## config.mk

```make
export PLATFORM = sky130hd
export DESIGN_NAME = core_pipe_ctrl
export DESIGN_NICKNAME = d
export VERILOG_FILES = /design/src/rtl/core_pipe_ctrl.sv
export SDC_FILE = /design/constraint.sdc
export NUM_CORES = 1
export LEC_CHECK = 0
export CORE_UTILIZATION = 55
export DETAILED_ROUTE_END_ITERATION = 6
export HOLD_SLACK_MARGIN = 0.05
export PLACE_DENSITY = 0.92
export SYNTH_ARGS = -nofsm -noshare
export SYNTH_HDL_FRONTEND = slang
export SYNTH_SLANG_ARGS = --single-unit
```

## constraint.sdc

```tcl
create_clock -name clk -period 5.7 [get_ports clk]
set_input_delay 0.57 -clock clk [delete_from_list [all_inputs] [get_ports clk]]
set_output_delay 0.57 -clock clk [all_outputs]
set_load 0.01 [all_outputs]
```

## src/rtl/core_pipe_ctrl.sv

```systemverilog
// core_pipe_ctrl: PC owner and pipeline sequencer for the IF / IF_ID / ID / EX
// path. It resolves EX jumps, EX multi-cycle holds and fetch-bus wait states
// into per-stage hold and flush controls.
// Optional build macro: CTRL_PERF_CNT_EN adds cycle, stall and flush counters.
module core_pipe_ctrl #(
    parameter logic [31:0] RESET_PC = 32'h0000_0000,
    parameter logic [31:0] PC_STEP  = 32'd4
) (
    input  logic        clk,
    input  logic        rst,
    input  logic        jump_en_in,
    input  logic [31:0] jump_addr_in,
    input  logic        hold_ex_in,
    input  logic        fetch_ack_in,
    output logic        fetch_req_out,
    output logic [31:0] pc_out,
    output logic [2:0]  hold_flag_out,
    output logic        flush_if_id_out,
    output logic        flush_id_ex_out,
    output logic [2:0]  state_out
`ifdef CTRL_PERF_CNT_EN
    ,
    output logic [31:0] perf_cycle_out,
    output logic [31:0] perf_stall_out,
    output logic [31:0] perf_flush_out
`endif
);

    localparam logic [2:0] ST_BOOT       = 3'd0;
    localparam logic [2:0] ST_RUN        = 3'd1;
    localparam logic [2:0] ST_HOLD_EX    = 3'd2;
    localparam logic [2:0] ST_FETCH_WAIT = 3'd3;
    localparam logic [2:0] ST_JUMP_PEND  = 3'd4;

    logic [2:0]  state_q, state_d;
    logic [31:0] pc_q, pc_d;
    logic [31:0] pend_addr_q, pend_addr_d;
    logic        pend_valid_q, pend_valid_d;
    logic [31:0] jump_tgt;

    // Masking keeps the target word aligned whatever EX presents in bits [1:0].
    assign jump_tgt = jump_addr_in & 32'hFFFF_FFFC;

    // Next-state and control decode; priority is jump > hold_ex > stall > advance.
    always_comb begin
        state_d         = state_q;
        pc_d            = pc_q;
        pend_addr_d     = pend_addr_q;
        pend_valid_d    = pend_valid_q;
        fetch_req_out   = 1'b1;
        hold_flag_out   = 3'b000;
        flush_if_id_out = 1'b0;
        flush_id_ex_out = 1'b0;

        if (state_q == ST_BOOT) begin
            // Single settling cycle after reset: everything held and flushed.
            fetch_req_out   = 1'b0;
            hold_flag_out   = 3'b111;
            flush_if_id_out = 1'b1;
            flush_id_ex_out = 1'b1;
            state_d         = ST_RUN;
        end else if (jump_en_in) begin
            flush_if_id_out = 1'b1;
            flush_id_ex_out = 1'b1;
            if (fetch_ack_in) begin
                pc_d         = jump_tgt;
                pend_valid_d = 1'b0;
                state_d      = ST_RUN;
            end else begin
                // Fetch in flight: pc must stay stable until the bus answers,
                // so park the target (a later jump overwrites it).
                pend_addr_d  = jump_tgt;
                pend_valid_d = 1'b1;
                state_d      = ST_JUMP_PEND;
            end
        end else if (state_q == ST_JUMP_PEND) begin
            // Wrong-path data is still coming back; bubble it out of IF_ID.
            hold_flag_out   = 3'b001;
            flush_if_id_out = 1'b1;
            if (fetch_ack_in) begin
                if (pend_valid_q) begin
                    pc_d = pend_addr_q;
                end
                pend_valid_d = 1'b0;
                state_d      = ST_RUN;
            end
        end else if (hold_ex_in) begin
            // Any ack during the hold is dropped; same pc is refetched later.
            hold_flag_out = 3'b111;
            state_d       = ST_HOLD_EX;
        end else if (!fetch_ack_in) begin
            hold_flag_out   = 3'b001;
            flush_if_id_out = 1'b1;
            state_d         = ST_FETCH_WAIT;
        end else begin
            pc_d    = pc_q + PC_STEP;
            state_d = ST_RUN;
        end
    end

    // Sequencer registers with asynchronous active-low reset.
    always_ff @(posedge clk or negedge rst) begin
        if (!rst) begin
            state_q      <= ST_BOOT;
            pc_q         <= RESET_PC;
            pend_addr_q  <= 32'h0;
            pend_valid_q <= 1'b0;
        end else begin
            state_q      <= state_d;
            pc_q         <= pc_d;
            pend_addr_q  <= pend_addr_d;
            pend_valid_q <= pend_valid_d;
        end
    end

    assign pc_out    = pc_q;
    assign state_out = state_q;

`ifdef CTRL_PERF_CNT_EN
    logic [31:0] perf_cycle_q, perf_cycle_d;
    logic [31:0] perf_stall_q, perf_stall_d;
    logic [31:0] perf_flush_q, perf_flush_d;

    // Counter increments; BOOT cycles are not counted.
    always_comb begin
        perf_cycle_d = perf_cycle_q;
        perf_stall_d = perf_stall_q;
        perf_flush_d = perf_flush_q;
        if (state_q != ST_BOOT) begin
            perf_cycle_d = perf_cycle_q + 32'd1;
            if (hold_flag_out != 3'b000) begin
                perf_stall_d = perf_stall_q + 32'd1;
            end
            if (jump_en_in) begin
                perf_flush_d = perf_flush_q + 32'd1;
            end
        end
    end

    // Counter registers, cleared by reset and free-wrapping.
    always_ff @(posedge clk or negedge rst) begin
        if (!rst) begin
            perf_cycle_q <= 32'h0;
            perf_stall_q <= 32'h0;
            perf_flush_q <= 32'h0;
        end else begin
            perf_cycle_q <= perf_cycle_d;
            perf_stall_q <= perf_stall_d;
            perf_flush_q <= perf_flush_d;
        end
    end

    assign perf_cycle_out = perf_cycle_q;
    assign perf_stall_out = perf_stall_q;
    assign perf_flush_out = perf_flush_q;
`endif

endmodule

```

* Yosys cells after proc, flatten, opt, wreduce, memory -nomap -nowiden
Cells that the tools add are included.
** Word-level totals
- Flip-flop bits (word level) :: 66
** Operators by class
- Add/subtract/negate cells :: 1
- Equality and inequality tests :: 4
- Mux-type cells :: 30
- Bitwise operators :: 2
- Reductions and logical operators :: 6
** Operator list (count)
- two-way mux 32 bit :: 7
- adder 32 x 3 -> 32 bit, second input constant :: 1
- two-way mux 3 bit :: 9
- two-way mux 1 bit :: 12
- AND reduction 3 bit :: 2
- two-way mux 2 bit :: 2
- != test 4 bit, second input constant :: 1
- AND reduction 4 bit :: 1
- nonzero test 2 bit :: 2
- equality test 3 bit, second input constant :: 1
- zero test 3 bit :: 1
- != test 3 x 2 -> 1 bit, second input constant :: 1
- != test 3 bit, second input constant :: 1
- NOT 1 bit :: 2

* Depth between registers and ports, before layout
Gate-level depths: netlist (run 1).
- Depth after elaboration :: 5
- Mapped depth :: 9
- Gate-level depth less buffers :: 6

* Least setup slack after synthesis (run 1)
No wires, ideal clock.
- Kind :: reg2reg
- From :: reg pc_q[2] (netlist: pc_out[2])
- To :: reg pc_q[30] (netlist: pc_out[30])
- Arrival time :: 1949 ps
- Data required time :: 5572 ps
- Cell stages (with the launch flop) :: 7
- Library setup time :: 128 ps
- Path slack :: 3624 ps
- Cell sequence :: dfrtp_1 > ha_1 > nand3_4 > or4_4 > nor4_1 > o21ai_0 > o2bb2ai_1
** Between the ends
- Word-level cells in the longest chain between the ends :: 5
** RTL lines
- start: declaration :: RTL line 36 : logic [31:0] pc_q, pc_d;
- start signal: assignment :: RTL line 110 : pc_q <= pc_d;
- adder 32 x 3 -> 32 bit :: RTL line 96 : pc_d = pc_q + PC_STEP;
- two-way mux 32 bit :: RTL line 91 : end else if (!fetch_ack_in) begin
- two-way mux 32 bit :: RTL line 87 : end else if (hold_ex_in) begin
- two-way mux 32 bit :: RTL line 76 : end else if (state_q == ST_JUMP_PEND) begin
- two-way mux 32 bit :: RTL line 62 : end else if (jump_en_in) begin
Every way passes these cells. The select of a mux whose other input is x is not followed.
A chain may end at the register's enable or synchronous reset.

* Worst setup path in the final report (run 1)
- From :: in jump_en_in
- To :: out hold_flag_out[1]
** Between the ends
- Word-level cells in the longest chain between the ends :: 2
** RTL lines
- start: declaration :: RTL line 11 : input logic jump_en_in,
- two-way mux 3 bit :: RTL line 62
- two-way mux 3 bit :: RTL line 55 : if (state_q == ST_BOOT) begin
- end: declaration :: RTL line 17 : output logic [2:0] hold_flag_out,
Every way passes these cells.

==> results of run 1 <==
==> power by group <==
part | switching, uW | leakage (uW) | internal [uW]
clock | 173 | 0.000103 | 225
sequential | 129 | 0.000772 | 559
combinational | 202 | 0.000940 | 251
total | 503 | 0.00182 | 1030
==> cell usage in the layout (no fill, tap or decap), types with 9 or more instances in the layout <==
master / count
nand3_1: 11
a22oi_1: 9
a21oi_1: 31
mux2_2: 30
clkdlybuf4s50_1: 72
dfrtp_1: 64
o21ai_0: 34
nand2_1: 31
clkbuf_8: 11
nor2_1: 23
==> cell families after synthesis <==
| kind of cell | after synthesis | synth area share, % |
|---|---|---|
| buf+inv | 38 | 5.904 |
| flops | 64 | 43.69 |
| fa+ha+maj | 1 | 0.3412 |
| mux | 30 | 9.215 |
| compound gates | 117 | 20.21 |
| simple gates | 116 | 18.16 |
| other cells | 1 | 0.1023 |
| xor+xnor | 10 | 2.389 |
==> worst max-delay path, cell delays in order <==
cell,delay [ns]
clkdlybuf4s50_1,0.41
buf_4,0.27
o21ba_2,0.38
nand2_1,0.08
nand2_1,0.09
clkdlybuf4s50_1,0.55
==> registers in the layout (all words and copies together), names as in the netlist <==
name,flops
pc_out,30
pend_addr_q,30
state_out,3
pend_valid_q,1
==> area by class of cell <==
class | count | area [um^2] | share of cell area [%]
clock inverter | 3 | 40.04 | 0.8796
clock buffer | 13 | 158.9 | 3.491
sequential | 64 | 1602 | 35.18
multi-input combinational | 276 | 1854 | 40.74
tap | 77 | 96.34 | 2.117
timing repair buffer | 79 | 770.7 | 16.93
inverter | 8 | 30.03 | 0.6597
==> metal layers <==
| metal | vias to the layer above | track usage [%] | part of all wire, % |
|---|---|---|---|
| met5 | - | 0 | 0 |
| li1 | 1515 | - | - |
| met4 | 0 | 12.63 | 1.6 |
| met2 | 174 | 45.08 | 50 |
| met3 | 20 | 4.451 | 7.2 |
| met1 | 1650 | 35.33 | 41 |
==> worst paths after layout <==
path,from,to,slack (ns),cells after the start
max,jump_en_in,hold_flag_out[1],2.77,6
min,rst,state_out[0],0.41,2
max reg2reg,state_out[1],pc_out[13],3.29,5
min reg2reg,pend_addr_q[18],pend_addr_q[18],0.50,1
max in group asynchronous,rst,pend_addr_q[17],4.73,2
min in group clk,pend_addr_q[18],pend_addr_q[18],0.50,1
==> metrics by stage <==
step | total power, uW | cell area, um^2 | util (%) | hold WS [ns] | setup WS, ns
floorplan | 924.7 | 3670 | - | 0.2744 | 3.624
global placement | 1115 | 4353 | 68.16 | 0.4821 | 2.808
detailed placement | 1142 | 4353 | 68.16 | 0.4908 | 2.704
CTS | 1538 | 4552 | 71.28 | 0.4478 | 2.775
global route | 1620 | 4552 | 71.28 | 0.4738 | 2.692
finish | 1538 | 4552 | 71.28 | 0.4096 | 2.772
==> results.json, run 1 <==
{
  "avgViaCountPerCell": 6.460,
  "ys_seq_elements": 64,
  "clockBufferDepth": 2,
  "cts_htree_levels": 3,
  "drive_above_1_share_pct": 14.45,
  "irDropWorstVdd_v": 0.0002083,
  "grt_max_degree": 65,
  "drtPass1Iterations": 5,
  "synth_top_area_share_pct": 43.69,
  "io_buffers": 73,
  "synth_cells": 377,
  "worstSetupPathType": "in -> out",
  "syn_avg_cell_area_um2": 9.724,
  "die_width_um": 83.64,
  "io_pins": 78,
  "antenna_found_initial": 0,
  "status": "complete, no violations",
  "fin_setup_tns_ns": 0,
  "initial_core_util_pct": 57.41,
  "timing.fmax_mhz": 341.5,
  "nNetsFinal": 476,
  "place_hpwl_mm": 6.098,
  "tightest_slew_ns": 1.001,
  "path_clk_slew_ns": 0.07,
  "area_delta_synth_final_pct": 24.16,
  "leakage_uw": 0.001816,
  "powerDensity_nw_per_um2": 337.8,
  "dieArea_um2": 6996,
  "wl_mm": 9.187,
  "final-hold-violation-count": 0,
  "postCtsHoldBufs": 0,
  "vias": 3359,
  "n_fill_cell": 463,
  "drt_drc_violations_left": 0,
  "instances_no_fill": 520,
  "grt_pass1_wl_mm": 15.37,
  "ys_types": 59,
  "dp_cells": 504,
  "antenna_cells": 0,
  "cts_resized": 0,
  "rsz0062_at_grt": "no",
  "core_um2": 6386,
  "yosysWarnings": 0,
  "first_global_vias": 3264,
  "grt_overflow_total": 0,
  "yosysTopAreaCell": "dfrtp_1",
  "finClkSkew_ns": 0.008111,
  "clock_sinks": 64,
  "critPathLaunchType": "input port",
  "holdCritPathClass": "in -> async",
  "root_buffer": "clkbuf_8",
  "max_cap_viol_count": 0,
  "syn_area_um2": 3666,
  "wl_per_cell_um": 17.67,
  "rows": 29,
  "drv_slew": 0,
  "worstPathMaxFanout": 45,
  "numCtsBuffers": 9,
  "yosysMostFrequentCell": "dfrtp_1",
  "fin_crit_sh_pct": 51.37,
  "yosysSeqAreaShare_pct": 43.69,
  "place.gp.congestion": 0.8430,
  "grt_usage_pct": 27.34,
  "synth_area_leaders": "dfrtp_1 (44%), mux2_2 (9.2%), o21ai_0 (4.6%)",
  "clock_latency_ns": 0.34,
  "ant_nets": 0,
  "max-slew-margin-rel_pct": 32.32,
  "post_cts_buffers": 0,
  "synth_common_cells": "dfrtp_1 (64), o21ai_0 (34), a21oi_1 (31), nand2_1 (31), mux2_2 (30)",
  "synth_edf_count": 0,
  "ys.flop_type": "dfrtp_1",
  "ys_async_sr_fraction_pct": 100.0,
  "setup_viol": 0,
  "cts_tree": "done",
  "cp.arrival_ns": 2.36,
  "required_ns": 5.13,
  "die_h_um": 83.64,
  "end_kind": "output pin",
  "fin_crit_ns": 2.928,
  "drtIter0Drc": 312
}
Note: power is estimated with default switching activity, not from simulation.
==> run 2: changes to the inputs <==
Settings changed: CORE_UTILIZATION 55 to 46, PLACE_DENSITY 0.92 to 0.83.
Clock period 5.7 ns to 2.6 ns, I/O delays scaled along.
==> results.json, run 2 (synthesized netlist as in run 1, its figures left out) <==
{
  "worstPathMaxFanout": 7,
  "cp.arrival_ns": 2.64,
  "drt_drc_violations_left": 0,
  "path_cells": "ha_1, nand3_4, or4_4, nor4_1, o21ai_0, o2bb2ai_1",
  "grt_pass1_wl_mm": 15.99,
  "tightest_slew_ns": 0.5587,
  "grt_max_degree": 31,
  "max-slew-margin-rel_pct": 62.75,
  "wl_per_cell_um": 16.97,
  "core_um2": 7727,
  "powerDensity_nw_per_um2": 739.9,
  "cp_slowest_stage_delay_ns": 0.58,
  "final_cell_mix": "clkdlybuf4s50_1 (72), dfrtp_1 (64), o21ai_0 (34)",
  "multi_input_area_um2": 1854,
  "area_delta_synth_final_pct": 27.68,
  "timing.fmax_mhz": 415.8,
  "critPathBufInv": 0,
  "io_buffers": 73,
  "worstSetupPathType": "reg -> reg",
  "critPathLaunchType": "register",
  "leakage_uw": 0.001871,
  "finClkSkew_ns": 0.01057,
  "post_cts_buffers": 0,
  "place_hpwl_mm": 6.588,
  "mostFrequentLayoutCell": "clkdlybuf4s50_1",
  "path_clk_slew_ns": 0.08,
  "drtIter0Drc": 265,
  "fin_crit_ns": 2.405,
  "critPathTopFamily": "simple AND/OR/NAND/NOR gates",
  "holdCritPathClass": "in -> async",
  "grt_usage_pct": 24.36,
  "dieArea_um2": 8330,
  "antenna_found_initial": 0,
  "nNetsFinal": 486,
  "status": "complete, no violations",
  "rsz0062_at_grt": "no",
  "die_width_um": 91.27,
  "root_buffer": "clkbuf_8",
  "fin_setup_tns_ns": 0,
  "ant_nets": 0,
  "cts_resized": 0,
  "place.gp.congestion": 0.8401,
  "n_fill_cell": 634,
  "required_ns": 2.84,
  "vias": 3308,
  "clock_sinks": 64,
  "numCtsBuffers": 9,
  "clockBufferDepth": 2,
  "wl_mm": 9.420,
  "drtPass1Iterations": 5,
  "postCtsHoldBufs": 1,
  "cts_htree_levels": 3,
  "drive_above_1_share_pct": 16.56,
  "die_h_um": 91.27,
  "slowest_stage": "or4_4",
  "initial_core_util_pct": 47.44,
  "cts_tree": "done",
  "irDropWorstVdd_v": 0.0004139,
  "drv_slew": 0,
  "rows": 32,
  "avgViaCountPerCell": 5.960,
  "fin_crit_sh_pct": 92.49,
  "power_uw": 3463,
  "first_global_vias": 3282,
  "final-hold-violation-count": 0,
  "grt_overflow_total": 0,
  "antenna_cells": 0,
  "max_cap_viol_count": 0,
  "setup_viol": 0,
  "io_pins": 78,
  "end_kind": "register",
  "clock_latency_ns": 0.35,
  "ff_latch_area_um2": 1602
}
[run 2: cell types whose count changed in the layout (fill, tap and decap cells not counted)]
cell	previous run	this run
buf_4	6	15
clkinvlp_4	0	1
clkinv_4	0	1
bufinv_16	1	2
dlygate4sd3_1	0	1
inv_6	0	1
clkbuf_8	11	9
clkbuf_1	2	0
[run 2: power breakdown]
group / switching [uW] / internal (uW)
combinational: 440 / 560
sequential: 278 / 1220
clock: 420 / 541
[run 2: through the flow]
stage	instance area (um^2)	setup WS (ns)	std cells	util [%]	hold slack (ns)
after floorplan	3670	0.5236	378	-	-0.03559
after global placement	4452	0.3712	538	57.61	0.2489
after detailed placement	4452	0.2782	538	57.61	0.2471
after CTS	4681	0.2427	555	60.57	0.4137
after global routing	4681	0.1846	555	60.57	0.4471
final	4681	0.1952	555	60.57	0.3995
[run 2: cell type report]
cell class                      instances  share of cell area [%]
Multi-Input combinational cell        276                   39.62
Clock inverter                          7                   2.032
Inverter                                8                  0.6415
Tap cell                              102                   2.727
Timing Repair Buffer                   89                   18.12
Sequential cell                        64                   34.22
Clock buffer                            9                   2.646
[run 2: final timing paths]
kind                       depth (start not counted)  slack (ns)              end       startpoint
setup / recovery                                   6        0.20       pc_out[30]        pc_out[2]
hold / removal                                     2        0.40       pc_out[10]              rst
setup reg to reg                                   6        0.20       pc_out[30]        pc_out[2]
hold reg to reg                                    1        0.50  pend_addr_q[15]  pend_addr_q[15]
max in group asynchronous                          3        1.51       pc_out[31]              rst
min in group clk                                   1        0.50  pend_addr_q[15]  pend_addr_q[15]
[run 2: metal layers]
metal / vias to the layer above / track usage, % / part of all wire (%)
met4: 0 / 9.524 / 1.9
met3: 17 / 3.936 / 4.8
met1: 1638 / 32.33 / 44
li1: 1540 / - / -
met2: 113 / 39.90 / 50
met5: - / 0 / 0
==> run 3: changes to the inputs <==
Settings changed: CORE_ASPECT_RATIO set to 0.9.
==> results.json, run 3 (synthesized netlist as in run 1, its figures left out) <==
{
  "instances_no_fill": 545,
  "fin_crit_ns": 2.372,
  "setup_ws_ns": 0.2278,
  "grt_use_met2_pct": 41.39,
  "drv_slew": 0,
  "fin_setup_tns_ns": 0,
  "ff_latch_area_um2": 1602,
  "cts_htree_levels": 3,
  "core_um2": 7620,
  "cts_tree": "done",
  "drt_drc_violations_left": 0,
  "clockBufferDepth": 2,
  "die_h_um": 86.69,
  "max_cap_viol_count": 0,
  "grt_util_met1_pct": 32.95,
  "drive_above_1_share_pct": 15.81,
  "top_usage_layer": "met2",
  "nNetsFinal": 483,
  "cts_resized": 0,
  "timing.fmax_mhz": 421.6,
  "area_delta_synth_final_pct": 24.98,
  "post_cts_buffers": 0,
  "clock_latency_ns": 0.35,
  "avgViaCountPerCell": 6.103,
  "finClkSkew_ns": 0.006860,
  "wl_mm": 9.765,
  "mostFrequentLayoutCell": "clkdlybuf4s50_1",
  "drtIter0Drc": 274,
  "rows": 30,
  "grt_pass1_wl_mm": 15.84,
  "root_buffer": "clkbuf_8",
  "postCtsHoldBufs": 0,
  "multi_input_area_um2": 1854,
  "holdCritPathClass": "in -> async",
  "max-slew-margin-rel_pct": 45.72,
  "dp_slack_ns": 0.1867,
  "grt_max_degree": 65,
  "required_ns": 2.83,
  "die_width_um": 96.10,
  "n_fill_cell": 649,
  "grt_overflow_total": 0,
  "drtPass1Iterations": 6,
  "fin_crit_sh_pct": 91.24,
  "path_clk_slew_ns": 0.07,
  "place_hpwl_mm": 6.571,
  "clock_sinks": 64,
  "status": "complete, no violations",
  "tightest_slew_ns": 0.8142,
  "io_pins": 78,
  "leakage_uw": 0.001833,
  "io_buffers": 73,
  "vias": 3326,
  "power_uw": 3235,
  "antenna_found_initial": 0,
  "ant_nets": 0,
  "place_area_um2": 4429,
  "final_cell_mix": "clkdlybuf4s50_1 (72), dfrtp_1 (64), o21ai_0 (34)",
  "initial_core_util_pct": 48.11,
  "r2r_slack_ns": 0.23,
  "r2r.worst_path.cells": 6,
  "first_global_vias": 3181,
  "rsz0062_at_grt": "no",
  "worstPathMaxFanout": 7,
  "dieArea_um2": 8331,
  "wl_per_cell_um": 17.92,
  "grt_usage_pct": 25.15,
  "cp.arrival_ns": 2.60,
  "design_area_um2": 4582,
  "dp_cells": 530,
  "end_kind": "register",
  "worstReg2RegEnd": "pc_out[30]",
  "antenna_cells": 0,
  "critPathLaunchType": "register",
  "setup_viol": 0,
  "met3_usage_pct": 6.316,
  "irDropWorstVdd_v": 0.0003724,
  "rr_startpoint": "pc_out[2]",
  "place.gp.congestion": 0.8701,
  "worstSetupPathType": "reg -> reg",
  "powerDensity_nw_per_um2": 706.1,
  "final-hold-violation-count": 0,
  "numCtsBuffers": 9
}
-- run 3: report_power, final --
part | internal, uW | switching [uW] | total (uW) | leakage, uW
combinational | 556 | 445 | 1000 | 0.000975
clock | 332 | 386 | 718 | 0.0000854
sequential | 1220 | 292 | 1520 | 0.000772
-- run 3: how the worst max path moves through the flow --
stage,start,end,slack [ns],depth (start not counted)
after floorplan,pc_out[2],pc_out[30],0.52,6
after global routing,pc_out[2],pc_out[30],0.14,6
after CTS,pc_out[2],pc_out[30],0.25,6
after global placement,jump_en_in,pc_out[30],0.28,7
final,pc_out[2],pc_out[30],0.23,6
after detailed placement,jump_en_in,pc_out[30],0.19,7
-- run 3: per-layer routing --
metal	routed length, um	vias up
li1	-	1534
met1	4183	1661
met2	4819	115
met3	580	16
met4	182	0
met5	0	-
-- run 3: through the flow --
stage                     hold slack, ns  utilization (%)
after CTS                         0.1173            60.13
after global placement            0.4819            58.13
after detailed placement          0.4908            58.13
after floorplan                 -0.03559                -
final                            0.07947            60.13
after global routing              0.1472            60.13
-- run 3: cell type report --
| class | instances | share of cell area, % |
|---|---|---|
| multi-input cells | 276 | 40.47 |
| clock inverters | 5 | 0.5462 |
| clock buffers | 10 | 2.785 |
| repair buffers | 86 | 17.97 |
| inverters | 8 | 0.6554 |
| flip-flops and latches | 64 | 34.95 |
| well taps | 96 | 2.622 |
-- run 3: worst max-delay path: stages, from the launching register on --
cell	delay, ns
dfrtp_1	0.47
ha_1	0.30
nand3_4	0.16
or4_4	0.58
nor4_1	0.42
o21ai_0	0.18
o2bb2ai_1	0.14
